## src/rtl/lpddr4_dfi_cmd_decoder_pkg.sv

```systemverilog
// Shared types for the LPDDR4 DFI command decoder: command codes, part
// opcodes, pairing-FSM states, the queued command record and a part decoder.
package mc_lpddr4_pkg;

  typedef enum logic [3:0] {
    CMD_ACT, CMD_RD, CMD_WR, CMD_MWR, CMD_MRR, CMD_MRW,
    CMD_PRE, CMD_REF, CMD_SRE, CMD_SRX, CMD_MPC, CMD_UNK
  } cmd_type_e;

  typedef enum logic [1:0] {
    ST_IDLE, ST_WAIT_ACT2, ST_WAIT_CAS2, ST_WAIT_MRW2
  } fsm_state_e;

  // Role of one two-tick part in command assembly
  typedef enum logic [2:0] {
    PK_ACT1, PK_ACT2, PK_CAS1, PK_CAS2, PK_MRW1, PK_MRW2, PK_SINGLE
  } part_kind_e;

  typedef struct packed {
    cmd_type_e   ctype;
    logic [2:0]  bank;
    logic [23:0] operand;
  } cmd_t;

  typedef struct packed {
    part_kind_e kind;
    cmd_type_e  ctype;
  } part_t;

  // Part opcodes on t1 CA[4:0]; ACT parts are recognised by CA[1:0] alone
  localparam logic [4:0] OP_PRE  = 5'b10000;
  localparam logic [4:0] OP_REF  = 5'b01000;
  localparam logic [4:0] OP_SRE  = 5'b11000;
  localparam logic [4:0] OP_WR1  = 5'b00100;
  localparam logic [4:0] OP_SRX  = 5'b10100;
  localparam logic [4:0] OP_MWR1 = 5'b01100;
  localparam logic [4:0] OP_RD1  = 5'b00010;
  localparam logic [4:0] OP_CAS2 = 5'b10010;
  localparam logic [4:0] OP_MRW1 = 5'b00110;
  localparam logic [4:0] OP_MRW2 = 5'b10110;
  localparam logic [4:0] OP_MRR1 = 5'b01110;
  localparam logic [4:0] OP_MPC  = 5'b00000;

  // Classify a part from its t1 CA; unrecognised opcodes become single UNK
  function automatic part_t decode_part(input logic [5:0] ca);
    part_t p;
    p.kind  = PK_SINGLE;
    p.ctype = CMD_UNK;
    if (ca[0]) begin
      p.kind  = ca[1] ? PK_ACT2 : PK_ACT1;
      p.ctype = CMD_ACT;
    end else begin
      case (ca[4:0])
        OP_PRE:  p.ctype = CMD_PRE;
        OP_REF:  p.ctype = CMD_REF;
        OP_SRE:  p.ctype = CMD_SRE;
        OP_SRX:  p.ctype = CMD_SRX;
        OP_MPC:  p.ctype = ca[5] ? CMD_MPC : CMD_UNK;
        OP_WR1:  begin p.kind = PK_CAS1; p.ctype = CMD_WR;  end
        OP_MWR1: begin p.kind = PK_CAS1; p.ctype = CMD_MWR; end
        OP_RD1:  begin p.kind = PK_CAS1; p.ctype = CMD_RD;  end
        OP_MRR1: begin p.kind = PK_CAS1; p.ctype = CMD_MRR; end
        OP_CAS2: p.kind = PK_CAS2;
        OP_MRW1: begin p.kind = PK_MRW1; p.ctype = CMD_MRW; end
        OP_MRW2: p.kind = PK_MRW2;
        default: p.ctype = CMD_UNK;
      endcase
    end
    return p;
  endfunction

endpackage

```

## src/rtl/lpddr4_dfi_cmd_decoder_cmd_fifo.sv

```systemverilog
// Two-write / one-read first-word-fall-through command queue. Each write
// port is checked against free space on its own; a rejected write raises a
// one-cycle overflow pulse. A pop in the same cycle frees a slot for writes.
module lpddr4_cmd_fifo
  import mc_lpddr4_pkg::*;
#(
  parameter int FIFO_DEPTH = 8
) (
  input  logic clk_i,
  input  logic rst_i,
  input  logic wr0_en_i,
  input  cmd_t wr0_data_i,
  input  logic wr1_en_i,
  input  cmd_t wr1_data_i,
  output logic rd_valid_o,
  input  logic rd_ready_i,
  output cmd_t rd_data_o,
  output logic overflow_o
);

  localparam int AW = $clog2(FIFO_DEPTH);

  cmd_t           mem_q [FIFO_DEPTH];
  logic [AW:0]    wptr_q, rptr_q, wptr_d, rptr_d;
  logic [AW:0]    count, free, wptr1;
  logic           pop, acc0, acc1;

  assign count      = wptr_q - rptr_q;
  assign rd_valid_o = (count != '0);
  assign pop        = rd_valid_o && rd_ready_i;
  assign free       = (AW+1)'(FIFO_DEPTH) - count + (AW+1)'(pop);
  assign acc0       = wr0_en_i && (free != '0);
  assign acc1       = wr1_en_i && (free > (AW+1)'(acc0));
  assign wptr1      = wptr_q + (AW+1)'(acc0);
  assign overflow_o = (wr0_en_i && !acc0) || (wr1_en_i && !acc1);
  assign rd_data_o  = rd_valid_o ? mem_q[rptr_q[AW-1:0]] : '0;
  assign wptr_d     = wptr_q + (AW+1)'(acc0) + (AW+1)'(acc1);
  assign rptr_d     = rptr_q + (AW+1)'(pop);

  // Storage writes; port 1 lands behind port 0 when both are accepted
  always_ff @(posedge clk_i) begin
    if (acc0) mem_q[wptr_q[AW-1:0]] <= wr0_data_i;
    if (acc1) mem_q[wptr1[AW-1:0]]  <= wr1_data_i;
  end

  // Pointer update; the extra MSB separates full from empty
  always_ff @(posedge clk_i) begin
    if (rst_i) begin
      wptr_q <= '0;
      rptr_q <= '0;
    end else begin
      wptr_q <= wptr_d;
      rptr_q <= rptr_d;
    end
  end

endmodule

```

## src/rtl/lpddr4_dfi_cmd_decoder.sv

```systemverilog
// LPDDR4 DFI CS/CA command decoder. Walks the four phase ticks of each cycle
// in order, forms two-tick parts, pairs first and second parts with a small
// FSM and queues complete commands. Optional checking is enabled with the
// macro LPDDR4_PROTO_CHECK_EN (sticky proto_err on pairing violations, UNK
// opcodes and CS asserted on a t2 tick); without it proto_err is tied low.
module lpddr4_dfi_cmd_decoder
  import mc_lpddr4_pkg::*;
#(
  parameter int FIFO_DEPTH = 8
) (
  input  logic        sys_clk,
  input  logic        sys_rst,
  input  logic [3:0]  dfi_cs,
  input  logic [23:0] dfi_ca,
  output logic        cmd_valid,
  input  logic        cmd_ready,
  output logic [3:0]  cmd_type,
  output logic [2:0]  cmd_bank,
  output logic [23:0] cmd_operand,
  output logic        overflow,
  output logic        proto_err
);

  fsm_state_e  state_q, state_d;
  logic        carry_pend_q, carry_pend_d;
  logic [5:0]  carry_ca_q, carry_ca_d;
  logic [5:0]  pend_t1_q, pend_t1_d, pend_t2_q, pend_t2_d;
  cmd_type_e   cas_kind_q, cas_kind_d;
  logic        overflow_q;

  cmd_t        emit0, emit1, new_cmd, head;
  logic        emit0_vld, emit1_vld, new_vld;
  logic        have_t1, idle_pass, pair_ok, viol;
  logic [5:0]  t1_ca, t2_ca;
  part_t       part;
  cmd_type_e   pair_type;
  logic        fifo_ovf;

  // Tick walk: forms parts, advances the pairing FSM, collects up to two commands
  always_comb begin
    state_d      = state_q;
    pend_t1_d    = pend_t1_q;
    pend_t2_d    = pend_t2_q;
    cas_kind_d   = cas_kind_q;
    emit0        = '0;
    emit1        = '0;
    emit0_vld    = 1'b0;
    emit1_vld    = 1'b0;
    viol         = 1'b0;
    have_t1      = carry_pend_q;
    t1_ca        = carry_ca_q;
    t2_ca        = '0;
    part         = '0;
    new_cmd      = '0;
    new_vld      = 1'b0;
    idle_pass    = 1'b0;
    pair_ok      = 1'b0;
    pair_type    = CMD_UNK;
    for (int i = 0; i < 4; i++) begin
      new_vld = 1'b0;
      new_cmd = '0;
      if (have_t1) begin
        // This tick closes the open part even if CS is high on it
        t2_ca     = dfi_ca[6*i +: 6];
        viol      = viol | dfi_cs[i];
        part      = decode_part(t1_ca);
        idle_pass = (state_d == ST_IDLE);
        pair_ok   = 1'b0;
        pair_type = CMD_UNK;
        case (state_d)
          ST_WAIT_ACT2: begin pair_ok = (part.kind == PK_ACT2); pair_type = CMD_ACT;    end
          ST_WAIT_CAS2: begin pair_ok = (part.kind == PK_CAS2); pair_type = cas_kind_d; end
          ST_WAIT_MRW2: begin pair_ok = (part.kind == PK_MRW2); pair_type = CMD_MRW;    end
          default: ;
        endcase
        if (state_d != ST_IDLE) begin
          if (pair_ok) begin
            new_cmd.ctype   = pair_type;
            new_cmd.bank    = pend_t2_d[2:0];
            new_cmd.operand = {t2_ca, t1_ca, pend_t2_d, pend_t1_d};
            new_vld         = 1'b1;
          end else begin
            // Abandon the pending first part and treat this part afresh
            viol      = 1'b1;
            idle_pass = 1'b1;
          end
          state_d = ST_IDLE;
        end
        if (idle_pass) begin
          case (part.kind)
            PK_ACT1: begin
              state_d   = ST_WAIT_ACT2;
              pend_t1_d = t1_ca;
              pend_t2_d = t2_ca;
            end
            PK_CAS1: begin
              state_d    = ST_WAIT_CAS2;
              pend_t1_d  = t1_ca;
              pend_t2_d  = t2_ca;
              cas_kind_d = part.ctype;
            end
            PK_MRW1: begin
              state_d   = ST_WAIT_MRW2;
              pend_t1_d = t1_ca;
              pend_t2_d = t2_ca;
            end
            PK_SINGLE: begin
              new_cmd.ctype   = part.ctype;
              new_cmd.bank    = t2_ca[2:0];
              new_cmd.operand = {12'b0, t2_ca, t1_ca};
              new_vld         = 1'b1;
              viol            = viol | (part.ctype == CMD_UNK);
            end
            default: viol = 1'b1;  // second part with no first part: dropped
          endcase
        end
        if (new_vld) begin
          if (!emit0_vld) begin
            emit0     = new_cmd;
            emit0_vld = 1'b1;
          end else begin
            emit1     = new_cmd;
            emit1_vld = 1'b1;
          end
        end
        have_t1 = 1'b0;
      end else if (dfi_cs[i]) begin
        have_t1 = 1'b1;
        t1_ca   = dfi_ca[6*i +: 6];
      end
    end
    // Only a t1 on p3 can still be open here; it pairs with next cycle's p0
    carry_pend_d = have_t1;
    carry_ca_d   = t1_ca;
  end

  // Control state: FSM, carry flag and sticky overflow
  always_ff @(posedge sys_clk) begin
    if (sys_rst) begin
      state_q      <= ST_IDLE;
      carry_pend_q <= 1'b0;
      overflow_q   <= 1'b0;
    end else begin
      state_q      <= state_d;
      carry_pend_q <= carry_pend_d;
      overflow_q   <= overflow_q | fifo_ovf;
    end
  end

  // Captured tick data for the carry and the pending first part
  always_ff @(posedge sys_clk) begin
    carry_ca_q <= carry_ca_d;
    pend_t1_q  <= pend_t1_d;
    pend_t2_q  <= pend_t2_d;
    cas_kind_q <= cas_kind_d;
  end

  lpddr4_cmd_fifo #(
    .FIFO_DEPTH (FIFO_DEPTH)
  ) u_fifo (
    .clk_i      (sys_clk),
    .rst_i      (sys_rst),
    .wr0_en_i   (emit0_vld && !sys_rst),
    .wr0_data_i (emit0),
    .wr1_en_i   (emit1_vld && !sys_rst),
    .wr1_data_i (emit1),
    .rd_valid_o (cmd_valid),
    .rd_ready_i (cmd_ready),
    .rd_data_o  (head),
    .overflow_o (fifo_ovf)
  );

  assign cmd_type    = head.ctype;
  assign cmd_bank    = head.bank;
  assign cmd_operand = head.operand;
  assign overflow    = overflow_q;

`ifdef LPDDR4_PROTO_CHECK_EN
  logic proto_err_q;

  // Sticky protocol-violation flag
  always_ff @(posedge sys_clk) begin
    if (sys_rst) proto_err_q <= 1'b0;
    else         proto_err_q <= proto_err_q | viol;
  end

  assign proto_err = proto_err_q;
`else
  logic unused_viol;
  assign unused_viol = viol;
  assign proto_err   = 1'b0;
`endif

endmodule

```

## config.mk

```make
export PLATFORM = sky130hd
export DESIGN_NAME = lpddr4_dfi_cmd_decoder
export DESIGN_NICKNAME = d
export VERILOG_FILES = /design/src/rtl/lpddr4_dfi_cmd_decoder_pkg.sv /design/src/rtl/lpddr4_dfi_cmd_decoder_cmd_fifo.sv /design/src/rtl/lpddr4_dfi_cmd_decoder.sv
export SDC_FILE = /design/constraint.sdc
export NUM_CORES = 1
export LEC_CHECK = 0
export ABC_AREA = 1
export BUFFER_PORTS_ARGS = -buffer_cell sky130_fd_sc_hd__buf_4
export CORE_ASPECT_RATIO = 1.2
export CORE_UTILIZATION = 55
export CTS_BUF_LIST = sky130_fd_sc_hd__clkbuf_2 sky130_fd_sc_hd__clkbuf_4 sky130_fd_sc_hd__clkbuf_8
export CTS_CLUSTER_DIAMETER = 60
export CTS_CLUSTER_SIZE = 8
export DETAILED_ROUTE_END_ITERATION = 7
export GPL_TIMING_DRIVEN = 0
export PLACE_DENSITY_LB_ADDON = 0.12
export SLEW_MARGIN = 20
export SYNTH_ARGS = -nofsm -noshare
export SYNTH_HDL_FRONTEND = slang
export SYNTH_SLANG_ARGS = --single-unit
```

## constraint.sdc

```tcl
create_clock -name sys_clk -period 5.94 [get_ports sys_clk]
set_input_delay 0.297 -clock sys_clk [delete_from_list [all_inputs] [get_ports sys_clk]]
set_output_delay 0.297 -clock sys_clk [all_outputs]
set_load 0.01 [all_outputs]
```

==> impl_metrics.csv <==
group,metric,value,unit
outcome,status,"finished, final reports clean",
cts,tritoncts,"yes",
power,static-leakage-power,9.20,nW
yosys,post_synth_instance_area,17300,sq um
power,power_switching,2.87,mW
floorplanning,fp.dieH,196,um
yosys,syn_avg_cell_area,7.47,sq um
placement,port-buffer-count,62,
drt,avgViaCountPerCell,5.79,
sta,final.min_clock_period,5630,ps
final_layout,synthToLayoutAreaGrowth,11.9,%
placement,globalplace.congestion,1.02,
global_routing,grt_max_degree,29,
drt,drt_pass1_iterations,6,
worst_setup_path,crit_end,"u_fifo.mem_q[5][16]",
worst_setup_path,crit_path_start,"carry_pend_q",
floorplanning,fp.dieArea,32200,sq um
yosys,synth_sequential_area_ratio,42.8,%
floorplanning,io_pins,65,
floorplanning,core-area,30700,sq um
yosys,post_synth_num_cell_types,54,
global_routing,first_global_vias,15961,
yosys,synth-main-ff-cell,"sky130_fd_sc_hd__edfxtp_1",
drt,route.detailed.wl_per_inst,21.6,um
worst_setup_path,max_stage_delay,330,ps
global_routing,overflow,0,
final_layout,final_nets,2470,
worst_setup_path,critPathLaunchType,"flip-flop",
worst_setup_path,r2r_endpoint,"u_fifo.mem_q[5][16]",
power,power-per-cell-area,356,nW/um^2
yosys,yosysWarnings,0,
sta,timing.slew.headroom,28.2,%
global_routing,grt_antenna_before_repair,0,
power,total_power,6.88,mW
floorplanning,die-width,164,um
sta,final_skew,33.8,ps
cts,clock_sink_total,258,
yosys,synth.ff_latch_count,258,
cts,cts.htree.levels,2,
floorplanning,initial_utilization,56.3,%
sta,final_period_utilization,94.8,%
worst_setup_path,cp_max_fo,28,
cts,cts-root-to-sink-buffers,3,
power,clock_power_share,21.8,%
worst_setup_path,worst-r2r-setup-slack,310,ps
worst_setup_path,critical-path-top-cell-by-count,"sky130_fd_sc_hd__nand2_1",
drt,drt_iter0_markers,1837,
global_routing,grt_use_total,38.3,%
drt,drcViolationCount,0,
worst_setup_path,worst_r2r_path_depth,35,
sta,unrepaired_setup_endpoints_after_global_routing,"false",
job,drv.max_cap_violation_count,0,
final_layout,drive_gt1_share,15.1,%
floorplanning,num_rows,70,
worst_setup_path,timing.critical_path.to_type,"flip-flop",
sta,max_freq,178,MHz
sta,setup_viol,0,
sta,worst_margin_pin_slew,1070,ps
yosys,yosys_top_cell_area_share,38.9,%
yosys,synthesis.instances,2314,
placement,post-dp-hpwl,46.4,mm
sta,hold_viol_final,0,
final_layout,antenna-diode-count,0,
global_routing,grt_pass1_wl,90.8,mm
power,seqPwrFrac,32.0,%
sta,setup-tns-final,0,ps
cts,clk-insertion-delay-late,580,ps
yosys,postSynthNetCount,2358,
worst_setup_path,regToRegStartpoint,"carry_pend_q",
worst_setup_path,worst_path_max_delay_cell,"sky130_fd_sc_hd__dfxtp_1",
worst_setup_path,worstSetupPathType,"flip-flop to flip-flop",
worst_setup_path,critPathRequiredTime,6180,ps
yosys,async_flop_share,0,%
cts,clk_transition_reported_paths,70,ps
yosys,synth_area_leaders,"sky130_fd_sc_hd__edfxtp_1 39%, sky130_fd_sc_hd__nand2_1 19%, sky130_fd_sc_hd__o21ai_0 6.3%, sky130_fd_sc_hd__inv_1 6.1%, sky130_fd_sc_hd__dfxtp_1 3.9%",
cts,cts_inserted_buffers,39,
power,switching_share,41.7,%
yosys,number_of_enable_type_register_cells_in_the_synthesized_netlist,224,
cts,clockRootBuffer,"sky130_fd_sc_hd__clkbuf_8",
worst_setup_path,critical_path_arrival,5870,ps
power,internal_power,4.01,mW
sta,drv_slew,0,
drt,postRouteAntennaNets,0,
power,comb_power_share,46.2,%
drt,dr_total_vias,16462,
yosys,post-synth-top-area-cell,"sky130_fd_sc_hd__edfxtp_1",
drt,drt_wl_total,61.3,mm
power,vdd.ir_drop.worst,272,uV
worst_hold_path,worstHoldPathType,"input pin to flip-flop",
routing by layer:
metal / vias to the layer above / GRT usage (%) / share of wire (%)
met1: 7493 / 41.8 / 34
met3: 264 / 5.71 / 8.0
met2: 975 / 65.7 / 49
li1: 7730 / - / -
met5: - / 0 / 0
met4: 0 / 31.2 / 8.9
repair_timing:
item                                    4_1_cts  5_1_grt
pin swaps                                     2        5
endpoints found under the hold margin         3        0
buffers inserted                              2        2
hold buffers                                  3        0
cloned                                        1        3
endpoints found under the setup margin      453      339
resized for setup                            19       26
state kept, by name, summed over array words and instances (netlist names):
register	cells
carry_ca_q	6
u_fifo.mem_q	224
state_q	2
u_fifo.wptr_q	4
carry_pend_q	1
pend_t2_q	6
cas_kind_q	4
u_fifo.rptr_q	4
overflow	1
pend_t1_q	6
metrics by stage:
step | std cells | utilization [%] | hold slack (ps) | area [sq um] | setup WS, ps
global route | 2843 | 62.9 | 77.0 | 19300 | 14.8
global placement | 2772 | 59.5 | 488 | 18300 | -1340
floorplan | 2314 | - | 366 | 17300 | 85.5
detailed placement | 2772 | 59.5 | 496 | 18300 | -1540
finish | 2843 | 62.9 | 68.5 | 19300 | 311
CTS | 2839 | 62.4 | 21.4 | 19200 | 34.6
final cells by class:
cell class                      count  area (sq um)
Buffer                            114           688
Clock buffer                       57           678
Clock inverter                      5          60.1
Fill cell                        2804         11400
Inverter                          306          1160
Multi-Input combinational cell   1638          8320
Sequential cell                   258          7410
Tap cell                          396           495
Timing Repair Buffer               69           526
cells by family (layout without fill, tap and decap cells):
logic type	Yosys count	after routing	share of synthesized area, %
XOR/XNOR	10	10	0.507
AO/OA/AOI/OAI	397	397	13.2
multiplexers	56	56	3.65
adder cells (fa/ha/maj)	13	13	0.984
AND/OR/NAND/NOR	1157	1161	28.3
buffers and inverters	422	551	10.5
flip-flops	258	258	42.8
other	1	1	0.0217
critical path: cells and delay by family (launching register included):
family / cells / cell delay [ps]
simple gates: 25 / 3630
buf+inv: 8 / 930
fa+ha+maj: 2 / 400
flops: 1 / 330
layout by cell type (no fill, tap or decap), types with 22 or more instances in the layout:
cell                       instances
sky130_fd_sc_hd__edfxtp_1        224
sky130_fd_sc_hd__inv_2            22
sky130_fd_sc_hd__o21ai_0         217
sky130_fd_sc_hd__inv_1           279
sky130_fd_sc_hd__clkbuf_1         47
sky130_fd_sc_hd__mux2_2           56
sky130_fd_sc_hd__nor2_1          112
sky130_fd_sc_hd__a21oi_1          97
sky130_fd_sc_hd__buf_2            22
sky130_fd_sc_hd__dfxtp_1          32
sky130_fd_sc_hd__clkbuf_8         40
sky130_fd_sc_hd__buf_4            82
sky130_fd_sc_hd__nand2_2          28
sky130_fd_sc_hd__nand2_1         859
sky130_fd_sc_hd__nand3_1          84
synthesized netlist by cell type, types with 3 or more instances:
master                     count
sky130_fd_sc_hd__nand2_1     867
sky130_fd_sc_hd__inv_1       281
sky130_fd_sc_hd__edfxtp_1    224
sky130_fd_sc_hd__o21ai_0     217
sky130_fd_sc_hd__nor2_1      113
sky130_fd_sc_hd__a21oi_1      97
sky130_fd_sc_hd__nand3_1      84
sky130_fd_sc_hd__mux2_2       56
sky130_fd_sc_hd__clkbuf_1     52
sky130_fd_sc_hd__dfxtp_1      34
sky130_fd_sc_hd__nand2_2      28
sky130_fd_sc_hd__buf_2        25
sky130_fd_sc_hd__inv_2        22
sky130_fd_sc_hd__buf_6        19
sky130_fd_sc_hd__buf_4        14
sky130_fd_sc_hd__o21ai_1      14
sky130_fd_sc_hd__o22ai_1      14
sky130_fd_sc_hd__a31oi_1      13
sky130_fd_sc_hd__nand4_1      13
sky130_fd_sc_hd__ha_1         12
sky130_fd_sc_hd__nor2_2       12
sky130_fd_sc_hd__o211ai_1     11
sky130_fd_sc_hd__nor3_1       10
sky130_fd_sc_hd__a22oi_1       9
sky130_fd_sc_hd__nand4_4       9
sky130_fd_sc_hd__o31ai_4       9
sky130_fd_sc_hd__xnor2_1       7
sky130_fd_sc_hd__buf_1         6
sky130_fd_sc_hd__nand3_2       4
sky130_fd_sc_hd__nand2_8       3
sky130_fd_sc_hd__nor4_1        3
sky130_fd_sc_hd__o31ai_1       3
sky130_fd_sc_hd__xor2_1        3
worst min-delay path by stage:
| stage | startpoint | endpoint | slack, ps | depth (start not counted) |
|---|---|---|---|---|
| final | dfi_ca[20] | carry_ca_q[2] | 70 | 3 |
| after global routing | dfi_ca[20] | carry_ca_q[2] | 80 | 3 |
| after CTS | dfi_ca[20] | carry_ca_q[2] | 20 | 3 |
| after detailed placement | sys_rst | state_q[1] | 500 | 2 |
| after global placement | sys_rst | state_q[1] | 490 | 2 |
| after floorplan | sys_rst | state_q[1] | 370 | 1 |
power groups by stage:
stage | sequential (mW) | combinational, mW | clock [mW]
3_3_place_gp | 2.23 | 2.94 | 0
2_1_floorplan | 2.19 | 1.89 | 0
6_report | 2.20 | 3.18 | 1.50
4_1_cts | 2.19 | 3.08 | 1.50
3_5_place_dp | 2.23 | 3.01 | 0
5_1_grt | 2.21 | 3.45 | 1.56
(Power assumes the default switching activity.)
